**config.mk**
```make
export PLATFORM = sky130hd
export DESIGN_NAME = demon_game_ctrl
export DESIGN_NICKNAME = d
export VERILOG_FILES = /design/src/rtl/demon_game_ctrl.sv
export SDC_FILE = /design/constraint.sdc
export NUM_CORES = 1
export LEC_CHECK = 0
export BUFFER_PORTS_ARGS = -buffer_cell sky130_fd_sc_hd__buf_2
export CAP_MARGIN = 40
export CORE_MARGIN = 10
export CORE_UTILIZATION = 42
export CTS_BUF_LIST = sky130_fd_sc_hd__clkbuf_8
export DETAILED_ROUTE_END_ITERATION = 10
export SYNTH_ARGS = -nofsm -noshare
export SYNTH_HDL_FRONTEND = slang
export SYNTH_SLANG_ARGS = --single-unit
```
**constraint.sdc**
```tcl
create_clock -name clk -period 6.98 [get_ports clk]
set_clock_uncertainty 0.1 [all_clocks]
set_input_delay 0 -clock clk [delete_from_list [all_inputs] [get_ports clk]]
set_output_delay 0 -clock clk [all_outputs]
set_load 0.05 [all_outputs]
```
**src/rtl/demon_game_ctrl.sv**
```systemverilog
// Demon runner game sequencer: IDLE/RUN/PAUSE/OVER FSM, scroll-enable timer, difficulty ramp and score.
// Optional DEMON_HISCORE_EN adds a high-score register that keeps the best finished run until clr.
module demon_game_ctrl #(
  parameter int DIFF_INIT  = 60,
  parameter int DIFF_MIN   = 20,
  parameter int DIFF_STEP  = 4,
  parameter int RAMP_TICKS = 50,
  parameter int SCORE_W    = 14
) (
  input  logic               clk,
  input  logic               clr,
  input  logic               tick_01ms,
  input  logic               tick_100ms,
  input  logic               start,
  input  logic               shut,
  input  logic               collision,
  output logic [1:0]         state,
  output logic               scroll_en,
  output logic               restart,
  output logic               frozen,
  output logic [6:0]         diff,
  output logic [SCORE_W-1:0] score
`ifdef DEMON_HISCORE_EN
  ,
  output logic [SCORE_W-1:0] hiscore
`endif
);

  localparam logic [1:0] S_IDLE  = 2'd0;
  localparam logic [1:0] S_RUN   = 2'd1;
  localparam logic [1:0] S_PAUSE = 2'd2;
  localparam logic [1:0] S_OVER  = 2'd3;

  localparam int RAMP_W = (RAMP_TICKS > 1) ? $clog2(RAMP_TICKS) : 1;

  localparam logic [6:0]        L_DIFF_INIT  = 7'(DIFF_INIT);
  localparam logic [6:0]        L_DIFF_MIN   = 7'(DIFF_MIN);
  localparam logic [6:0]        L_DIFF_STEP  = 7'(DIFF_STEP);
  localparam logic [6:0]        L_STEP_GATE  = 7'(DIFF_MIN + DIFF_STEP);
  localparam logic [RAMP_W-1:0] L_RAMP_LAST  = RAMP_W'(RAMP_TICKS - 1);

  logic [1:0]         r_state;
  logic               r_start_d;
  logic               r_scroll_en;
  logic               r_restart;
  logic               r_frozen;
  logic [6:0]         r_diff;
  logic [6:0]         r_period_cnt;
  logic [RAMP_W-1:0]  r_ramp_cnt;
  logic [SCORE_W-1:0] r_score;

  logic [1:0] w_state_next;
  logic       w_start_edge;
  logic       w_run_stay;
  logic       w_enter_run;
  logic       w_scroll_hit;
  logic       w_ramp_hit;
  logic [6:0] w_diff_stepped;

  assign w_start_edge = start & ~r_start_d;

  always_comb begin
    w_state_next = r_state;
    w_run_stay   = 1'b0;
    case (r_state)
      S_IDLE:  if (w_start_edge) w_state_next = S_RUN;
      S_RUN: begin
        if (collision)  w_state_next = S_OVER;
        else if (shut)  w_state_next = S_PAUSE;
        else            w_run_stay   = 1'b1;
      end
      S_PAUSE: if (!shut) w_state_next = S_RUN;
      S_OVER:  if (w_start_edge) w_state_next = S_IDLE;
      default: w_state_next = S_IDLE;
    endcase
  end

  assign w_enter_run = (r_state == S_IDLE) && w_start_edge;

  // >= rather than == so a period shortened by the ramp fires on the next tick
  assign w_scroll_hit = w_run_stay && tick_01ms &&
                        (({1'b0, r_period_cnt} + 8'd1) >= {1'b0, r_diff});
  assign w_ramp_hit   = w_run_stay && tick_100ms && (r_ramp_cnt == L_RAMP_LAST);
  assign w_diff_stepped = (r_diff >= L_STEP_GATE) ? (r_diff - L_DIFF_STEP) : L_DIFF_MIN;

  always_ff @(posedge clk) begin
    if (clr) begin
      r_state      <= S_IDLE;
      r_start_d    <= 1'b0;
      r_scroll_en  <= 1'b0;
      r_restart    <= 1'b0;
      r_frozen     <= 1'b1;
      r_diff       <= L_DIFF_INIT;
      r_period_cnt <= '0;
      r_ramp_cnt   <= '0;
      r_score      <= '0;
    end else begin
      r_start_d   <= start;
      r_state     <= w_state_next;
      r_frozen    <= (w_state_next != S_RUN);
      r_restart   <= w_enter_run;
      r_scroll_en <= w_scroll_hit;
      if (w_enter_run) begin
        r_diff       <= L_DIFF_INIT;
        r_period_cnt <= '0;
        r_ramp_cnt   <= '0;
        r_score      <= '0;
      end else if (w_run_stay) begin
        // score moves on the same edge that raises scroll_en, so both are seen together
        if (tick_01ms)
          r_period_cnt <= w_scroll_hit ? 7'd0 : (r_period_cnt + 7'd1);
        if (w_scroll_hit && (r_score != {SCORE_W{1'b1}}))
          r_score <= r_score + 1'b1;
        if (tick_100ms) begin
          r_ramp_cnt <= w_ramp_hit ? '0 : (r_ramp_cnt + 1'b1);
          if (w_ramp_hit)
            r_diff <= w_diff_stepped;
        end
      end
    end
  end

`ifdef DEMON_HISCORE_EN
  logic [SCORE_W-1:0] r_hiscore;

  always_ff @(posedge clk) begin
    if (clr)
      r_hiscore <= '0;
    else if ((r_state == S_RUN) && (w_state_next == S_OVER) && (r_score > r_hiscore))
      r_hiscore <= r_score;
  end

  assign hiscore = r_hiscore;
`endif

  assign state     = r_state;
  assign scroll_en = r_scroll_en;
  assign restart   = r_restart;
  assign frozen    = r_frozen;
  assign diff      = r_diff;
  assign score     = r_score;

endmodule
```
# Word level (Yosys, flattened, before mapping)

Index checks and enable logic that the tools add are counted.

Bits in registers: 40
Input port bits: 7
Output and inout bits: 26
Logic and storage cells: 48

$add $sub $neg: 5
Order comparisons: 2
Equal/unequal tests: 6
Multiplexer cells: 12
Bitwise operators: 2
Reductions and logical operators: 12

Operator list:

| kind                                                                                 | count |
|---|---|
| 14-bit by 1-bit adder with 14-bit output (second input constant)                     | 1 |
| 7-bit two-way mux                                                                    | 2 |
| 14-bit != test (second input constant)                                               | 1 |
| 2-bit two-way mux                                                                    | 5 |
| 7-bit by 1-bit adder with 8-bit output (second input constant)                       | 1 |
| 8-bit by 7-bit greater-or-equal comparator with 1-bit output                         | 1 |
| 2-bit case mux with 4 select lines                                                   | 1 |
| 7-bit by 1-bit adder with 7-bit output (second input constant)                       | 1 |
| 7-bit by 5-bit greater-or-equal comparator with 1-bit output (second input constant) | 1 |
| 7-bit by 3-bit subtractor with 7-bit output (second input constant)                  | 1 |
| 6-bit by 1-bit adder with 6-bit output (second input constant)                       | 1 |
| 6-bit equality test (second input constant)                                          | 1 |
| 1-bit logical AND                                                                    | 6 |
| 6-bit two-way mux                                                                    | 1 |
| 2-bit AND reduction                                                                  | 3 |
| 2-bit equality test (second input constant)                                          | 2 |
| 1-bit two-way mux                                                                    | 3 |
| 3-bit AND reduction                                                                  | 1 |
| 2-bit by 1-bit equality test with 1-bit output (second input constant)               | 1 |
| 2-bit logical NOT                                                                    | 1 |
| 2-bit by 1-bit != test with 1-bit output (second input constant)                     | 1 |
| 2-bit OR reduction                                                                   | 1 |
| 1-bit AND                                                                            | 1 |
| 1-bit inverter                                                                       | 1 |

# Longest topological paths before layout

Gate-level depths: netlist of the first run.

Word-level depth: 7
Depth in mapped cells: 11

# Least setup slack after synthesis of the first run

No wires, ideal clock.

Kind: reg2reg
Start point: register r_diff[2], in the netlist diff[2]
End point: register r_score[4], in the netlist score[4]
Library setup time: 0.070 ns
Arrival time: 2.512 ns
Data required time: 6.810 ns
Slack: 4.297 ns
Stages on the path, launching flop included: 9
Cells stage by stage: dfxtp_1 -> inv_1 -> ha_1 -> o21ai_0 -> a22oi_1 -> a21boi_0 -> clkbuf_1 -> or4b_2 -> a21oi_1

Cells in the longest elaborated chain, start to end: 4

RTL lines:

| element                                                      | RTL line | text |
|---|---|---|
| start, declared                                              | 47       | `logic [6:0] r_diff;` |
| start signal, assigned                                       | 117      | `r_diff <= w_diff_stepped;` |
| 8-bit by 7-bit greater-or-equal comparator with 1-bit output | 82       | `(({1'b0, r_period_cnt} + 8'd1) >= {1'b0, r_diff});` |
| 1-bit logical AND                                            | 81       | `assign w_scroll_hit = w_run_stay && tick_01ms &&` |
| 1-bit logical AND                                            | 112      | `if (w_scroll_hit && (r_score != {SCORE_W{1'b1}}))` |
| 2-bit AND reduction (no source line)                         | n/a      |  |
| end signal, assigned                                         | 113      | `r_score <= r_score + 1'b1;` |
| end, declared                                                | 50       | `logic [SCORE_W-1:0] r_score;` |

Every way passes these cells.
A chain may end at the register's enable or synchronous reset.

# Worst setup path in the final report of the first run

Start point: register r_period_cnt[0]
End point: register r_score[4], in the netlist score[4]

Cells in the longest elaborated chain, start to end: 5

RTL lines:

| element                                                      | RTL line | text |
|---|---|---|
| start, declared                                              | 48       | `logic [6:0] r_period_cnt;` |
| start signal, assigned                                       | 111      | `r_period_cnt <= w_scroll_hit ? 7'd0 : (r_period_cnt + 7'd1);` |
| 7-bit by 1-bit adder with 8-bit output                       | 82       |  |
| 8-bit by 7-bit greater-or-equal comparator with 1-bit output | 82       |  |
| 1-bit logical AND                                            | 81       |  |
| 1-bit logical AND                                            | 112      |  |
| 2-bit AND reduction (no source line)                         | n/a      |  |

Every way passes these cells.

==> summary.md, run 1 <==
| Metric | Value |
|---|---|
| Layout Utilization | 0.506 |
| Worst hold path cell count | 3 |
| RSZ-0062 raised after global routing | false |
| Hold Fails Final Rpt | 0 |
| Clk pin slew, worst setup/hold paths | 0.08 ns |
| Grt ovf | 0 |
| Cts-stage hold buffer count | 6 |
| Post-Syn Instances | 243 |
| Die Ht | 90.2 µm |
| CP cell instances | ha_1 > nand3_1 > xnor2_1 > ha_1 > o21ai_0 > a22oi_1 > a21boi_1 > buf_4 > or4b_2 > a21oi_1 |
| Number of buffers inserted by post-CTS setup repair | 0 |
| Crit-path max FO | 22 |
| Minimum clock period after layout | 2.82 ns |
| Reg2reg start | r_period_cnt[0] |
| Largest net degree at the start of global routing | 23 |
| Clock sink count | 38 |
| Dominant cells by area after synthesis | dfxtp_1 (37%), ha_1 (6.6%), nand2_1 (4.2%), a21oi_1 (4.1%), mux2i_1 (2.9%) |
| Filler cells | 491 |
| Via count | 1,789 |
| Share of layout cells above drive strength 1 | 0.159 |
| Fmax | 355 MHz |
| Post-synth EDFFs | 0 |
| GP Congestion | 0.770 |
| H-tree depth | 2 |
| Worst-skew pair later-pin latency | 0.29 ns |
| Hold path startpoint | tick_01ms |
| Vias in the first global route | 1,758 |
| DR iter-0 viols | 91 |
| N_diodes | 0 |
| Yosys top cell by area | dfxtp_1 |
| CTS max path bufs | 2 |
| Reported max-cap violation count | 0 |
| Register area share after synthesis | 0.367 |
| Yosys warns | 0 |
| P_leak | 0.957 nW |
| Clk root buf | clkbuf_8 |
| Worst Tran Pin Value | 0.794 ns |
| Detailed placement HPWL | 3320 µm |
| Crit-path max cell delay | 0.64 ns |
| Outcome | complete, no violations |
| Area growth syn-to-layout | 16.0% |
| Synth Register Bits | 38 |
| Max_slew headroom | 0.469 |
| Reg-to-reg endpoint | score[4] |
| Setup slack, reg-to-reg | 4.16 ns |
| TritonCTS Buffers | 5 |
| Global-route wire length before repair | 8130 µm |
| Via density | 5.20 |
| VDD IR max | 0.0875 mV |
| Syn_area_per_cell | 8.53 µm² |
| Worst EP arrival | 2.94 ns |
| Core Area | 4750 µm² |
| Antenna Nets Post-Route | 0 |
| Remaining DRCs | 0 |
| Critical Path RT | 7.10 ns |
| Endpoints failing setup | 0 |
| Post-cts gate resize count | 0 |
| Number of port buffers | 30 |
| Antenna violations before repair | 0 |
| Horiz. Die Dim | 90.2 µm |
| Worst Hold Class | in -> reg |
| Post-synthesis cell area | 2070 µm² |
| Fin. max-slew vios | 0 |
| DR WL/cell | 13.6 µm |
| WS Path Type | reg -> reg |
| Nets | 295 |
| Asr flop ratio synth | 0 |
| FF-to-FF path depth | 10 |
| CTS tree | yes |
| Die area | 8140 µm² |
| Unique masters post-synth | 51 |
| Ys flop type | dfxtp_1 |
| Pwr dens | 168 nW/µm² |
| Setup crit end kind | register |
| Starting Density | 0.436 |
| Cell Rows | 25 |
| Fraction of the cycle the final worst path needs | 0.404 |
| CP most frequent cell | ha_1 |
| DRT Pass-1 Iters | 4 |
| Synth top area share | 0.367 |
| Hold endpoint | scroll_en |
| Setup TNS | 0 ns |
| Critical Path Slowest Stage Cell | or4b_2 |
| Final WL | 4690 µm |
| GRT Resource Usage Total | 0.117 |
| Number of top-level pins | 33 |
| CP Launch Type | register |
layer usage:
metal	wire length (µm)	vias up	global-route usage
li1	-	958	-
met4	27	0	0.0345
met2	2060	27	0.186
met5	0	-	0
met1	2350	802	0.144
met3	256	2	0.0441
state kept, by name (all words and copies together) (netlist names), 2 cells and up:
name          count
score            14
r_period_cnt      7
state             2
r_ramp_cnt        6
diff              5
power by group:
group	total [W]	internal (W)	switching, W
sequential	0.000222	0.000219	0.00000304
clock	0.000144	0.0000671	0.0000772
combinational	0.0000379	0.0000118	0.0000261
layout make-up:
class / instances / area, µm² / share of cell area
inverters: 10 / 37.5 / 0.0156
multi-input cells: 184 / 1220 / 0.506
flip-flops and latches: 38 / 761 / 0.317
clock inverters: 2 / 11.3 / 0.00469
clock buffers: 5 / 68.8 / 0.0286
well taps: 67 / 83.8 / 0.0349
repair buffers: 38 / 225 / 0.0937
worst max-delay path, delay by kind of cell, from the launching register on:
kind / cells / cell delay (ns)
AOI/OAI and AO/OA: 4 / 0.60
DFF: 1 / 0.38
and+or+nand+nor: 2 / 0.80
xor gates and xnor gates: 1 / 0.16
adders and majority gates: 2 / 0.49
buffers and inverters: 1 / 0.21
worst max-delay path by stage:
| stage | startpoint | to | slack [ns] | depth (start not counted) |
|---|---|---|---|---|
| 6_report | r_period_cnt[0] | score[4] | 4.16 | 10 |
| 5_1_grt | r_period_cnt[0] | score[4] | 3.95 | 10 |
| 4_1_cts | r_period_cnt[0] | score[4] | 4.17 | 10 |
| 3_5_place_dp | r_period_cnt[0] | score[4] | 4.18 | 10 |
| 3_3_place_gp | r_period_cnt[0] | score[4] | 4.25 | 10 |
| 2_1_floorplan | diff[2] | score[4] | 4.30 | 8 |
synth_stat cells (5+ instances only):
master and n:
o21ai_0 9, mux2i_1 6, o31ai_1 5, ha_1 11, nor3_1 12, nand3_1 9, nor2_1 15, dfxtp_1 38
a21oi_1 17, nand4_1 5, xor2_1 6, clkbuf_1 8, inv_1 10, and4_1 6, or3_1 7, nand2_1 23
cell usage in the layout (no fill, tap or decap), types with 4 or more instances in the layout:
cell type and n:
ha_1 11, xnor2_1 4, nor2_1 15, or4_1 4
buf_2 30, or3_1 7, mux2i_1 6, nor4_1 4
nand4_1 5, and2_1 4, inv_1 11, o31ai_1 5
clkbuf_8 5, and4_1 6, dlygate4sd3_1 6, dfxtp_1 38
a21oi_1 17, o21ai_0 9, nand3_1 9, nor3_1 12
nand2_1 23, xor2_1 6
through the flow:
step	setup WS (ns)	cells	hold slack, ns	area [µm²]	power [W]
after floorplan	4.30	244	0.0282	2080	0.000254
after global placement	4.25	331	0.127	2260	0.000263
after detailed placement	4.18	331	0.130	2260	0.000263
after CTS	4.17	344	0.0343	2400	0.000410
after global routing	3.95	344	0.0635	2400	0.000425
final	4.16	344	0.0523	2400	0.000405
kinds of logic (layout without fill, tap and decap cells):
kind of cell | count (synthesis) | count (layout) | share of synthesized area
adder cells (fa/ha/maj) | 11 | 11 | 0.0664
XOR/XNOR | 10 | 10 | 0.0423
buffers and inverters | 22 | 55 | 0.0477
flip-flops | 38 | 38 | 0.367
AO/OA/AOI/OAI | 47 | 47 | 0.146
other | 1 | 2 | 0.00181
AND/OR/NAND/NOR | 108 | 108 | 0.300
multiplexers | 6 | 6 | 0.0290
No activity file was read; power rests on OpenSTA's default activity.
==> run 2, diff against run 1 <==
--- a/config.mk
+++ b/config.mk
@@ -5,6 +5,7 @@
 export SDC_FILE = /design/constraint.sdc
 export NUM_CORES = 1
 export LEC_CHECK = 0
+export ABC_AREA = 1
 export BUFFER_PORTS_ARGS = -buffer_cell sky130_fd_sc_hd__buf_2
 export CAP_MARGIN = 40
 export CORE_MARGIN = 10
==> constraint.sdc (replaced) <==
create_clock -name clk -period 2.4 [get_ports clk]
set_clock_uncertainty 0.1 [all_clocks]
set_input_delay 0 -clock clk [delete_from_list [all_inputs] [get_ports clk]]
set_output_delay 0 -clock clk [all_outputs]
set_load 0.05 [all_outputs]
==> summary.md, run 2 <==
| Metric | Value |
|---|---|
| Worst hold path cell count | 5 |
| Hold Fails Final Rpt | 0 |
| Yosys top cell by area | dfxtp_1 |
| Via density | 4.84 |
| Core Area | 5070 µm² |
| TritonCTS Buffers | 5 |
| Vias in the first global route | 1,929 |
| Grt ovf | 0 |
| Multi-input gate area | 1260 µm² |
| Reg-to-reg endpoint | score[3] |
| Clk network pwr share | 0.416 |
| Sequential power share | 0.502 |
| Die area | 8490 µm² |
| Asr flop ratio synth | 0 |
| Register area share after synthesis | 0.348 |
| Net Sw Power | 0.000313 W |
| Cell Rows | 26 |
| Die Ht | 92.1 µm |
| RSZ-0062 raised after global routing | true |
| Critical Path RT | 2.53 ns |
| GP Congestion | 0.785 |
| CP Launch Type | register |
| Share of layout cells above drive strength 1 | 0.166 |
| Fraction of the cycle the final worst path needs | 0.912 |
| Outcome | complete, no violations |
| Post-synth EDFFs | 0 |
| Syn_area_per_cell | 6.92 µm² |
| P_leak | 1.11 nW |
| Crit-path max FO | 14 |
| Sw Ratio | 0.244 |
| WS Path Type | reg -> reg |
| Starting Density | 0.431 |
| DR iter-0 viols | 94 |
| Setup WS post-layout | 0.211 ns |
| DRT Pass-1 Iters | 4 |
| Hold endpoint | state[1] |
| VDD IR max | 0.284 mV |
| H-tree depth | 2 |
| Synth top area share | 0.348 |
| Most common cell in the netlist | nand2_1 |
| Post-synth top cells | nand2_1 (79), nor2_1 (40), dfxtp_1 (38) |
| Placed inst area | 2400 µm² |
| Worst EP arrival | 2.31 ns |
| GRT Resource Usage Total | 0.123 |
| Logic pwr share | 0.083 |
| Endpoints failing setup | 0 |
| Yosys warns | 0 |
| Final hold slack | 0.0217 ns |
| Number of port buffers | 30 |
| Fin. max-slew vios | 0 |
| CTS tree | yes |
| Clock sink count | 38 |
| Filler cells | 539 |
| Via count | 2,062 |
| Most frequent cells in the layout | nand2_1 (78), nor2_1 (40), dfxtp_1 (38), inv_1 (32), buf_2 (30) |
| Pwr dens | 498 nW/µm² |
| Ys flop type | dfxtp_1 |
| Largest register FFs | 14 |
| Setup crit end kind | register |
| Reg2reg start | r_period_cnt[0] |
| FF-to-FF path depth | 16 |
| Inst Count DP | 412 |
| Global-route wire length before repair | 8800 µm |
| Power Internal | 0.000972 W |
| Number of buffers inserted by post-CTS setup repair | 0 |
| CTS max path bufs | 2 |
| Post-route design area | 2580 µm² |
| Clk root buf | clkbuf_8 |
| Fmax | 457 MHz |
| DP Worst Slack | 0.165 ns |
| Area growth syn-to-layout | 18.1% |
| Post-synthesis cell area | 2190 µm² |
| Setup slack, reg-to-reg | 0.21 ns |
| Minimum clock period after layout | 2.19 ns |
| Unique masters post-synth | 29 |
| Post-Syn Instances | 316 |
| Worst-skew pair later-pin latency | 0.29 ns |
| Worst Hold Class | in -> reg |
| Antenna Nets Post-Route | 0 |
| Synth Register Bits | 38 |
| Commonest non-fill, non-tap cell in the layout | nand2_1 |
| Clk pin slew, worst setup/hold paths | 0.08 ns |
| FF+latch area | 761 µm² |
| Final WL | 5150 µm |
| Largest net degree at the start of global routing | 19 |
| Antenna violations before repair | 0 |
| Hold path startpoint | shut |
| Nets | 373 |
| Dominant cells by area after synthesis | dfxtp_1 (35%), nand2_1 (14%), nor2_1 (6.9%), a21oi_1 (6.6%), ha_1 (6.3%) |
| DR WL/cell | 12.1 µm |
| Detailed placement HPWL | 3780 µm |
| Remaining DRCs | 0 |
| Number of top-level pins | 33 |
| N_diodes | 0 |
| Horiz. Die Dim | 92.1 µm |
| Reported max-cap violation count | 0 |
| Post-Layout Cell Count | 426 |
## run 2: cell types whose count changed in the layout (fill, tap and decap cells not counted), moves of 6 or more
cell / change
nand2_1: +55
nand4_1: +14
nor2_1: +25
a21oi_1: +12
inv_1: +21
and4_1: -6
nor3_1: -8
mux2i_1: -6
or3_1: -7
nand3_1: +9
## run 2: per-stage QoR
step / util / total power, W / setup TNS [ns]
finish: 0.509 / 0.00128 / 0
global route: 0.509 / 0.00134 / -0.00542
CTS: 0.506 / 0.00130 / 0
detailed placement: 0.473 / 0.000756 / 0
global placement: 0.473 / 0.000756 / 0
floorplan: - / 0.000732 / 0
## run 2: power by group through the flow
| stage | combinational (W) | sequential, W | clock [W] |
|---|---|---|---|
| 5_1_grt | 0.000117 | 0.000646 | 0.000576 |
| 2_1_floorplan | 0.0000510 | 0.000681 | 0 |
| 3_3_place_gp | 0.0000974 | 0.000659 | 0 |
| 4_1_cts | 0.000106 | 0.000644 | 0.000550 |
| 6_report | 0.000106 | 0.000644 | 0.000534 |
| 3_5_place_dp | 0.0000971 | 0.000658 | 0 |
## run 2: cell families after synthesis
group	count (synthesis)	synth area share
other cells	1	0.00172
xor+xnor	8	0.0321
fa+ha+maj	11	0.0630
flops	38	0.348
buf+inv	42	0.0824
compound gates	41	0.104
simple gates	175	0.369
## run 2: area by class of cell
| cell class | instances | area share |
|---|---|---|
| Sequential cell | 38 | 0.295 |
| Inverter | 33 | 0.0480 |
| Timing Repair Buffer | 40 | 0.0945 |
| Multi-Input combinational cell | 237 | 0.488 |
| Tap cell | 70 | 0.0339 |
| Clock buffer | 5 | 0.0267 |
| Clock inverter | 3 | 0.0145 |
## run 2: how the worst max path moves through the flow
| stage | from | to | cells past startpoint |
|---|---|---|---|
| 3_3_place_gp | r_period_cnt[2] | r_period_cnt[3] | 11 |
| 2_1_floorplan | diff[3] | score[3] | 12 |
| 4_1_cts | r_period_cnt[0] | score[3] | 16 |
| 3_5_place_dp | r_period_cnt[0] | score[3] | 16 |
| 5_1_grt | r_period_cnt[0] | score[2] | 16 |
| 6_report | r_period_cnt[0] | score[3] | 16 |
## run 2: worst max-delay path: stages (launching register included)
cell,delay [ns]
dfxtp_1,0.35
ha_1,0.21
nand2_1,0.09
inv_1,0.05
nand2_1,0.06
xor2_1,0.15
inv_1,0.07
ha_1,0.27
nand2_1,0.04
inv_1,0.04
nand2_1,0.04
nand2_1,0.05
nand2_1,0.05
nand2_2,0.11
buf_6,0.17
nand4_1,0.11
a21oi_2,0.14
## run 2: layer usage
metal	share of wire	wire length [µm]	track usage
met1	0.51	2610	0.154
met2	0.44	2250	0.194
met3	0.044	227	0.0399
met4	0.013	66	0.0424
met5	0	0	0
## run 2: timing repair
| action | 4_1_cts | 5_1_grt |
|---|---|---|
| hold endpoints to repair | 8 | 0 |
| endpoints found under the setup margin | 0 | 20 |
| gates resized for setup | 0 | 3 |
| hold buffers | 6 | 0 |
